===== config.mk =====
export PLATFORM = sky130hd
export DESIGN_NAME = mc_ctrl
export DESIGN_NICKNAME = d
export VERILOG_FILES = /design/src/rtl/mc_ctrl.sv
export SDC_FILE = /design/constraint.sdc
export NUM_CORES = 1
export LEC_CHECK = 0
export CORE_MARGIN = 10
export CORE_UTILIZATION = 35
export CTS_CLUSTER_DIAMETER = 80
export DETAILED_ROUTE_END_ITERATION = 10
export HOLD_SLACK_MARGIN = 0.02
export PLACE_DENSITY = 0.92
export SLEW_MARGIN = 40
export SYNTH_ARGS = -nofsm -noshare
export SYNTH_HDL_FRONTEND = slang
export SYNTH_SLANG_ARGS = --single-unit

===== constraint.sdc =====
create_clock -name clk -period 2.65 [get_ports clk]
set_clock_uncertainty 0.05 [all_clocks]
set_input_delay 0.265 -clock clk [delete_from_list [all_inputs] [get_ports clk]]
set_output_delay 0.265 -clock clk [all_outputs]
set_load 0.05 [all_outputs]

===== src/rtl/mc_ctrl.sv =====
// Multicycle main control FSM: sequences fetch/decode/execute/memory/write-back
// and drives datapath enables and mux selects. Define MC_CTRL_IMM_EN for I-type ALU ops.
module mc_ctrl (
  input  logic       clk,
  input  logic       rst_n,
  input  logic [5:0] opcode,
  input  logic [5:0] funct,
  input  logic       mem_ready,
  output logic       pc_write,
  output logic       pc_write_cond,
  output logic       iord,
  output logic       mem_read,
  output logic       mem_write,
  output logic       ir_write,
  output logic       mdr_write,
  output logic       reg_dst,
  output logic       mem_to_reg,
  output logic       reg_write,
  output logic       alu_src_a,
  output logic [1:0] alu_src_b,
  output logic       imm_zext,
  output logic [1:0] pc_source,
  output logic [5:0] alu_op,
  output logic       illegal,
  output logic [3:0] state
);

  typedef enum logic [3:0] {
    S_FETCH    = 4'h0,
    S_DECODE   = 4'h1,
    S_MEM_ADDR = 4'h2,
    S_MEM_RD   = 4'h3,
    S_MEM_WB   = 4'h4,
    S_MEM_WR   = 4'h5,
    S_R_EXEC   = 4'h6,
    S_R_WB     = 4'h7,
    S_BRANCH   = 4'h8,
    S_JUMP     = 4'h9,
    S_I_EXEC   = 4'hA,
    S_I_WB     = 4'hB,
    S_RESET    = 4'hF
  } state_t;

  localparam logic [5:0] OP_NOP = 6'h00;
  localparam logic [5:0] OP_ADD = 6'h20;
  localparam logic [5:0] OP_SUB = 6'h22;
  localparam logic [5:0] OP_AND = 6'h24;
  localparam logic [5:0] OP_OR  = 6'h25;
  localparam logic [5:0] OP_XOR = 6'h26;

  localparam logic [5:0] OPC_RTYPE = 6'h00;
  localparam logic [5:0] OPC_LW    = 6'h23;
  localparam logic [5:0] OPC_SW    = 6'h2B;
  localparam logic [5:0] OPC_BEQ   = 6'h04;
  localparam logic [5:0] OPC_J     = 6'h02;

  state_t cur;
  state_t dec_next;
  logic   dec_ok;

  // Opcode dispatch; anything unrecognised falls back to FETCH and flags illegal
  always_comb begin
    dec_next = S_FETCH;
    dec_ok   = 1'b0;
    case (opcode)
      OPC_RTYPE: begin
        if (funct inside {6'h20, 6'h22, 6'h24, 6'h25, 6'h26, 6'h27}) begin
          dec_next = S_R_EXEC;
          dec_ok   = 1'b1;
        end
      end
      OPC_LW, OPC_SW: begin
        dec_next = S_MEM_ADDR;
        dec_ok   = 1'b1;
      end
      OPC_BEQ: begin
        dec_next = S_BRANCH;
        dec_ok   = 1'b1;
      end
      OPC_J: begin
        dec_next = S_JUMP;
        dec_ok   = 1'b1;
      end
`ifdef MC_CTRL_IMM_EN
      6'h08, 6'h0C, 6'h0D, 6'h0E: begin
        dec_next = S_I_EXEC;
        dec_ok   = 1'b1;
      end
`endif
      default: ;
    endcase
  end

  always_ff @(posedge clk or negedge rst_n) begin
    if (!rst_n) begin
      cur <= S_RESET;
    end else begin
      case (cur)
        S_RESET:    cur <= S_FETCH;
        S_FETCH:    if (mem_ready) cur <= S_DECODE;
        S_DECODE:   cur <= dec_next;
        S_MEM_ADDR: cur <= (opcode == OPC_LW) ? S_MEM_RD : S_MEM_WR;
        S_MEM_RD:   if (mem_ready) cur <= S_MEM_WB;
        S_MEM_WB:   cur <= S_FETCH;
        S_MEM_WR:   if (mem_ready) cur <= S_FETCH;
        S_R_EXEC:   cur <= S_R_WB;
        S_R_WB:     cur <= S_FETCH;
        S_BRANCH:   cur <= S_FETCH;
        S_JUMP:     cur <= S_FETCH;
`ifdef MC_CTRL_IMM_EN
        S_I_EXEC:   cur <= S_I_WB;
        S_I_WB:     cur <= S_FETCH;
`endif
        default:    cur <= S_FETCH;
      endcase
    end
  end

  // Moore decode of the state register; only the memory-completion strobes look at mem_ready
  always_comb begin
    pc_write      = 1'b0;
    pc_write_cond = 1'b0;
    iord          = 1'b0;
    mem_read      = 1'b0;
    mem_write     = 1'b0;
    ir_write      = 1'b0;
    mdr_write     = 1'b0;
    reg_dst       = 1'b0;
    mem_to_reg    = 1'b0;
    reg_write     = 1'b0;
    alu_src_a     = 1'b0;
    alu_src_b     = 2'b00;
    imm_zext      = 1'b0;
    pc_source     = 2'b00;
    alu_op        = OP_NOP;
    illegal       = 1'b0;
    case (cur)
      S_FETCH: begin
        mem_read  = 1'b1;
        alu_src_b = 2'b01;
        alu_op    = OP_ADD;
        ir_write  = mem_ready;
        pc_write  = mem_ready;
      end
      S_DECODE: begin
        alu_src_b = 2'b11;
        alu_op    = OP_ADD;
        illegal   = ~dec_ok;
      end
      S_MEM_ADDR: begin
        alu_src_a = 1'b1;
        alu_src_b = 2'b10;
        alu_op    = OP_ADD;
      end
      S_MEM_RD: begin
        mem_read  = 1'b1;
        iord      = 1'b1;
        mdr_write = mem_ready;
      end
      S_MEM_WB: begin
        reg_write  = 1'b1;
        mem_to_reg = 1'b1;
      end
      S_MEM_WR: begin
        mem_write = 1'b1;
        iord      = 1'b1;
      end
      S_R_EXEC: begin
        alu_src_a = 1'b1;
        alu_op    = funct;
      end
      S_R_WB: begin
        reg_write = 1'b1;
        reg_dst   = 1'b1;
      end
      S_BRANCH: begin
        alu_src_a     = 1'b1;
        alu_op        = OP_SUB;
        pc_write_cond = 1'b1;
        pc_source     = 2'b01;
      end
      S_JUMP: begin
        pc_write  = 1'b1;
        pc_source = 2'b10;
      end
`ifdef MC_CTRL_IMM_EN
      S_I_EXEC: begin
        alu_src_a = 1'b1;
        alu_src_b = 2'b10;
        imm_zext  = (opcode != 6'h08);
        case (opcode)
          6'h08:   alu_op = OP_ADD;
          6'h0C:   alu_op = OP_AND;
          6'h0D:   alu_op = OP_OR;
          6'h0E:   alu_op = OP_XOR;
          default: alu_op = OP_NOP;
        endcase
      end
      S_I_WB: begin
        reg_write = 1'b1;
      end
`endif
      default: ;
    endcase
  end

  assign state = cur;

endmodule


# Yosys cells after proc, flatten, opt, wreduce, memory -nomap -nowiden
# Cells that the tools add are included.
# Widths: inputs -> output; s select.
# op_classes
add_sub_neg	0
multipliers	0
n_div	0
n_lt_le_gt_ge	0
eq_ne	22
shift	0
n_mux	24
bitwise_logic	1
n_reduce_logical	11
# ops
operator	n
$eq 6x6->1 const B	8
$pmux 4 s6	1
$pmux 6 s3	1
$eq 4x3->1 const B	4
$pmux 4 s4	1
$mux 1	12
$mux 4	3
$eq 4x2->1 const B	2
$eq 4x4->1 const B	2
$reduce_or 2->1	4
$eq 6x2->1 const B	1
$eq 6x3->1 const B	1
$logic_not 6->1	1
$mux 3	2
$ne 2x2->1 const B	3
$pmux 2 s3	1
$reduce_bool 6->1	1
$reduce_or 3->1	2
$eq 4x1->1 const B	1
$logic_not 4->1	1
$pmux 1 s2	2
$pmux 2 s2	1
$reduce_or 4->1	1
$reduce_and 3->1	1
$not 1->1	1
# totals
reg_bits	4
latch_bits	0
ramBits	0
rom_bits	0
in_bits	15
out_inout_bits	27
elab_cells	59
memories	0

# Longest topological paths before layout
# Gate-level depths: netlist (run 1).
# logic_depth
depth_word	6
depth_mapped	4
depth_no_buf	4

# Worst setup path before layout (run 1)
# OpenSTA, ideal clock, no wires.
# synth_timing
path_type	flip-flop to output port
start	register cur[3], in the netlist state[3]
end	output alu_op[1]
arrival_time_ps	2691
required_ps	2335
path_slack_ps	-356
stages_incl_launch_ff	5
cell_sequence	dfstp_2 clkbuf_1 nand2b_1 nor3_1 a21o_1
# synth_via
elab_chain_cells	3
elab_cells_between_ends	7
cone_classes	4 x eq/ne; 1 x mux; 2 x reduce/logical
# synth_rtl
item	line_no	rtl
start, declared	57	state_t cur;
start signal, assigned	101	S_DECODE: cur <= dec_next;
start signal, assigned	102	S_MEM_ADDR: cur <= (opcode == OPC_LW) ? S_MEM_RD : S_MEM_WR;
$eq 4x1->1 (tied with other cells)	137	case (cur)
$reduce_or 3->1 (no line)	--	
$pmux 6 s3 *	137	
end, declared	23	output logic [5:0] alu_op,
# Mark *: on every way between the ends. The rest lies on a longest branch, timed or not.

# Worst setup path in the final report (run 1)
# layout_timing
start	register cur[2], in the netlist state[2]
end	output alu_op[0]
# The elaborated chain is that of the path after synthesis.

==> results of run 1 <==
==> final timing paths <==
kind | start | endpoint | slack [ns] | cells after the start
worst max-delay path | state[2] | alu_op[0] | 0.15 | 3
worst min-delay path | rst_n | state[0] | 0.40 | 1
worst max register to register | state[0] | state[2] | 0.86 | 4
worst min register to register | state[3] | state[0] | 0.55 | 1
max in group asynchronous | rst_n | state[3] | 2.12 | 1
min in group clk | state[3] | state[0] | 0.55 | 1
==> critical path, stage by stage (launching register included) <==
cell	delay (ns)
dfstp_2	0.69
nand2b_1	0.20
nor3_1	0.21
clkdlybuf4s50_1	0.84
==> per-layer routing <==
| layer | vias up | wire [um] | share of wire (%) | global-route usage [%] |
|---|---|---|---|---|
| met2 | 37 | 880 | 44 | 17.8 |
| met3 | 4 | 288 | 14 | 6.87 |
| li1 | 352 | - | - | - |
| met5 | - | 0 | 0 | 0 |
| met1 | 319 | 772 | 39 | 12.0 |
| met4 | 0 | 50 | 2.5 | 9.29 |
==> synthesized netlist by cell type, drive strengths merged (2+ instances only) <==
master	number
nand2b	8
and3	2
nor2	10
a21oi	5
inv	3
dfstp	4
o21ai	4
and2	4
clkbuf	3
or4	4
or2	3
buf	3
nor3	7
or3	2
==> area by class of cell <==
type,instances,share of cell area [%]
repair buffers,40,40.4
inverters,3,1.17
flip-flops and latches,4,10.9
well taps,16,2.08
multi-input cells,64,43.1
clock buffers,3,2.34
==> timing repair <==
action / CTS / global route
gates resized for setup: 0 / 1
hold buffers: 0 / 0
endpoints found under the hold margin: 0 / 0
setup endpoints to repair: 0 / 1
buffers inserted: 0 / 0
==> cells by family (layout without fill, tap and decap cells) <==
group	count (synthesis)	in the layout	share of synthesized area [%]
and+or+nand+nor	45	45	49.4
AOI/OAI and AO/OA	17	17	20.3
buffers and inverters	9	46	8.88
DFF	4	4	19.1
other	1	1	0.683
xor gates and xnor gates	1	1	1.59
==> through the flow <==
step	instances	hold slack, ns	cell area, um^2	utilization, %
6_report	130	0.395	961	64.5
5_1_grt	130	0.403	961	64.5
4_1_cts	130	0.403	958	64.4
3_5_place_dp	127	0.548	936	62.9
3_3_place_gp	127	0.541	936	62.9
2_1_floorplan	77	0.0672	568	-
==> power by group through the flow <==
stage / combinational, mW / clock (mW) / sequential, mW
finish: 0.136 / 0.0771 / 0.0756
detailed placement: 0.136 / 0 / 0.0758
global placement: 0.135 / 0 / 0.0753
global route: 0.145 / 0.0831 / 0.0765
CTS: 0.137 / 0.0802 / 0.0753
floorplan: 0.0793 / 0 / 0.0773
==> placed cells by master, fill, tap and decap left out, types with 2 or more instances in the layout <==
master           instances
nor3_1                   4
or3_1                    2
buf_4                    6
nor2_1                   9
nand2b_1                 7
nor3_2                   3
a21oi_1                  5
or4_1                    2
dfstp_2                  4
or2_1                    2
o21ai_0                  4
clkbuf_4                 3
clkdlybuf4s50_1         33
inv_1                    3
or4_4                    2
and2_1                   4
and3_1                   2
==> results.md, run 1 <==
- Synth area leader: dfstp_2
- Max Clk Rate: 0.400 GHz
- MaxCap Viol Count: 0
- Port buffer count: 40
- CP required: 2.34 ns
- Worst-skew pair later-pin latency: 0.24 ns
- First-pass GRT wire length: 3.33 mm
- Crit share post-route: 94.4%
- Pwr Total: 0.289 mW
- Final min period: 2.50 ns
- Place WS: 0.378 ns
- Fin Setup TNS: 0 ns
- Area growth from synthesis to layout: 74.9%
- Setup CP Type: flop to output pin
- Max reg flops: 4
- Mapped Avg Cell Area: 7.13 um^2
- Die ar.: 3550 um^2
- Mapped cell area: 549 um^2
- Final setup violation count: 0
- Startpoint Class: flop
- Initial DRC Count: 17
- Clock transition at path regs: 0.04 ns
- Initial cell density of the core: 36.9%
- Outcome: complete, no violations
- Comb pwr share: 47.1%
- Total wire length: 1.99 mm
- Worst Tran Pin Value: 0.529 ns
- Post-synth top flop: dfstp_2
- Area occupied by registers: 105 um^2
- Worst-path fanout max: 16
- Worst vdd ir: 0.149 mV
- DRC errors left: 0
- Die extent in y: 59.6 um
- Nets@finish: 131
- Power per cell area: 301 nW/um^2
- Switching power: 0.118 mW
- Final GP Congestion: 0.809
- CTS tree: built
- Synth cell types: 34
- Ys Warns: 0
- Net Count, Synth: 92
- FILL cells: 142
- Ant. Diodes: 0
- Setup ws final: 0.149 ns
- Area of the multi-input gates: 414 um^2
- Critical Path AT: 2.19 ns
- Cells after Synth: 77
- Core Area: 1490 um^2
- CTS Sinks: 4
- HP Class: input pin to async pin
- Sw Ratio: 40.9%
- Num rows: 14
- DR vias: 712
- Root Buffer Master: clkbuf_4
- DR pass1 iterations: 4
- Synth Register Bits: 4
- GRT Total Usage: 12.0%
- Share of layout cells above drive strength 1: 19.3%
- Critical path endpoint category: output pin
- Largest net degree at the start of global routing: 17
- Flop pwr share: 26.2%
- Relative slew slack: 64.6%
- Antenna violations before repair: 0
- Die width: 59.6 um
- CTS HTree Levels: 1
- Fin. max-slew vios: 0
- Clk buf depth: 2
- Post-synth top area share: 19.1%
- Final HPWL DP: 1.63 mm
- Synth async-reset ratio: 100%
- Leak pwr: 0.380 nW
- Post-synthesis sequential area ratio: 19.1%
- Num CTS Buffers: 3
- Clock share of power: 26.7%
- Unrepaired setup endpoints after global routing: false
- Synth top area cells: dfstp_2, nand2b_1, nor2_1
- Post-synth EDFFs: 0
- Vias in the first global route: 762
- Routed WL per cell: 15.3 um
- Final antenna-violating net count: 0
- Final Hold Fails: 0
- Vias/cell: 5.48
- Gr ovfl total: 0
- Internal power: 0.171 mW
- IO Count: 42
(Power assumes the default switching activity.)
==> run 2: changes to the inputs <==
--- a/config.mk
+++ b/config.mk
@@ -5,12 +5,14 @@
 export SDC_FILE = /design/constraint.sdc
 export NUM_CORES = 1
 export LEC_CHECK = 0
+export CAP_MARGIN = 25
 export CORE_MARGIN = 10
-export CORE_UTILIZATION = 35
+export CORE_UTILIZATION = 37
+export CTS_BUF_LIST = sky130_fd_sc_hd__clkbuf_4 sky130_fd_sc_hd__clkbuf_8
 export CTS_CLUSTER_DIAMETER = 80
 export DETAILED_ROUTE_END_ITERATION = 10
 export HOLD_SLACK_MARGIN = 0.02
-export PLACE_DENSITY = 0.92
+export PLACE_DENSITY = 0.95
 export SLEW_MARGIN = 40
 export SYNTH_ARGS = -nofsm -noshare
 export SYNTH_HDL_FRONTEND = slang
==> run 2 against run 1 <==
Against the previous run:
- combinational power is essentially flat
- clock-buffer cell count unchanged
- total power up 0.62%
- sequential share of layout area grew 0.072 points
- die area decreased by 3.6%
- via count grew 0.70%
- final area decreased by 0.65%
- flip-flop and latch count unchanged
- largest cell class unchanged
==> results.md, run 2 (synthesized netlist as in run 1, its figures left out) <==
- Pwr Total: 0.291 mW
- Relative slew slack: 63.7%
- Commonest non-fill, non-tap cell in the layout: clkdlybuf4s50_1
- Final Hold Fails: 0
- Total wire length: 2.03 mm
- Final min period: 2.52 ns
- Num CTS Buffers: 3
- CTS tree: built
- Leak pwr: 0.363 nW
- Max incr delay on CP: 0.87 ns
- Non-filler cells, final: 129
- Critical Path AT: 2.21 ns
- Critical path endpoint category: output pin
- Core Area: 1350 um^2
- Worst-skew pair later-pin latency: 0.24 ns
- Fin. max-slew vios: 0
- Ant. Diodes: 0
- Worst vdd ir: 0.228 mV
- Routed WL per cell: 15.8 um
- Clk buf depth: 2
- Final GP Congestion: 0.841
- Initial cell density of the core: 40.7%
- Max reg flops: 4
- Area occupied by registers: 105 um^2
- Area after DPL: 932 um^2
- GRT Total Usage: 11.5%
- Max Clk Rate: 0.396 GHz
- Largest net degree at the start of global routing: 17
- Die extent in y: 58.5 um
- Num rows: 13
- Final HPWL DP: 1.67 mm
- Antenna violations before repair: 0
- Port buffer count: 40
- Die ar.: 3430 um^2
- Gr ovfl total: 0
- DRC errors left: 0
- Initial DRC Count: 25
- Area of the multi-input gates: 414 um^2
- Place WS: 0.379 ns
- Outcome: complete, no violations
- Clock transition at path regs: 0.04 ns
- Die width: 58.5 um
- Setup CP Type: flop to output pin
- Power per cell area: 304 nW/um^2
- Final core utilization: 70.7%
- Buffers and inverters on the worst path: 1
- DR vias: 717
- CTS hold repair buffers: 0
- Worst-path fanout max: 14
- Design Area, Final: 955 um^2
- Unrepaired setup endpoints after global routing: false
- Root Buffer Master: clkbuf_4
- Cts repair resizes: 0
- Vias/cell: 5.56
- DR pass1 iterations: 4
- Most frequent cells in the layout: clkdlybuf4s50_1, nor2_1, nand2b_1, buf_4, a21oi_1
- CP delay by family, top: buffers and inverters
- Worst Tran Pin Value: 0.543 ns
- Area growth from synthesis to layout: 73.8%
- Startpoint Class: flop
- Setup ws final: 0.127 ns
- Min Hold Slack: 0.384 ns
- CP max-delay cell: clkdlybuf4s50_1
- Share of layout cells above drive strength 1: 20.2%
- Final setup violation count: 0
- Post-CTS Setup Bufs: 0
- Dpl cells: 126
- First-pass GRT wire length: 3.22 mm
- IO Count: 42
- FILL cells: 103
- MaxCap Viol Count: 0
- Cell-by-cell listing of the critical path: nand2b_1, o32ai_1, clkdlybuf4s50_1
- Nets@finish: 131
- Crit share post-route: 95.2%
- HP Class: input pin to async pin
- Vias in the first global route: 725
- Fin Setup TNS: 0 ns
- Final antenna-violating net count: 0
- CTS HTree Levels: 1
- CTS Sinks: 4
- CP required: 2.34 ns
[run 2: changes by cell type in the layout (fill, tap and decap cells not counted)]
cell            change
buf_4               +1
dlymetal6s2s_1      -1
[run 2: routing by layer]
metal	part of all wire, %	global-route usage, %	vias up	routed length (um)
li1	-	-	352	-
met1	38	11.8	312	776
met2	47	18.8	48	963
met3	12	4.94	5	244
met4	2.4	7.38	0	48
met5	0	0	-	0
[run 2: report_power, final]
group	switching, mW	total (mW)	leakage, nW	internal [mW]
Sequential	0.00955	0.0753	0.0414	0.0658
Clock	0.0278	0.0786	0.0138	0.0508
Combinational	0.0826	0.137	0.308	0.0541
[run 2: worst reg2reg max path: cells and delay by family, from the launching register on]
kind / cells / cell delay (ns)
simple gates: 3 / 0.85
flops: 1 / 0.69
compound gates: 1 / 0.14
[run 2: cell type report]
| type | instances | area share [%] |
|---|---|---|
| Multi-Input combinational cell | 64 | 43.4 |
| Timing Repair Buffer | 40 | 40.1 |
| Tap cell | 15 | 1.97 |
| Sequential cell | 4 | 11.0 |
| Clock buffer | 3 | 2.36 |
| Inverter | 3 | 1.18 |
[run 2: worst paths after layout]
path	startpoint	end	cells past startpoint	slack (ns)
worst max register to register	state[0]	state[2]	4	0.84
min in group clk	state[3]	state[2]	1	0.58
worst min register to register	state[3]	state[2]	1	0.58
worst max-delay path	state[1]	alu_op[5]	3	0.13
worst min-delay path	rst_n	state[3]	1	0.38
max in group asynchronous	rst_n	state[2]	1	2.14
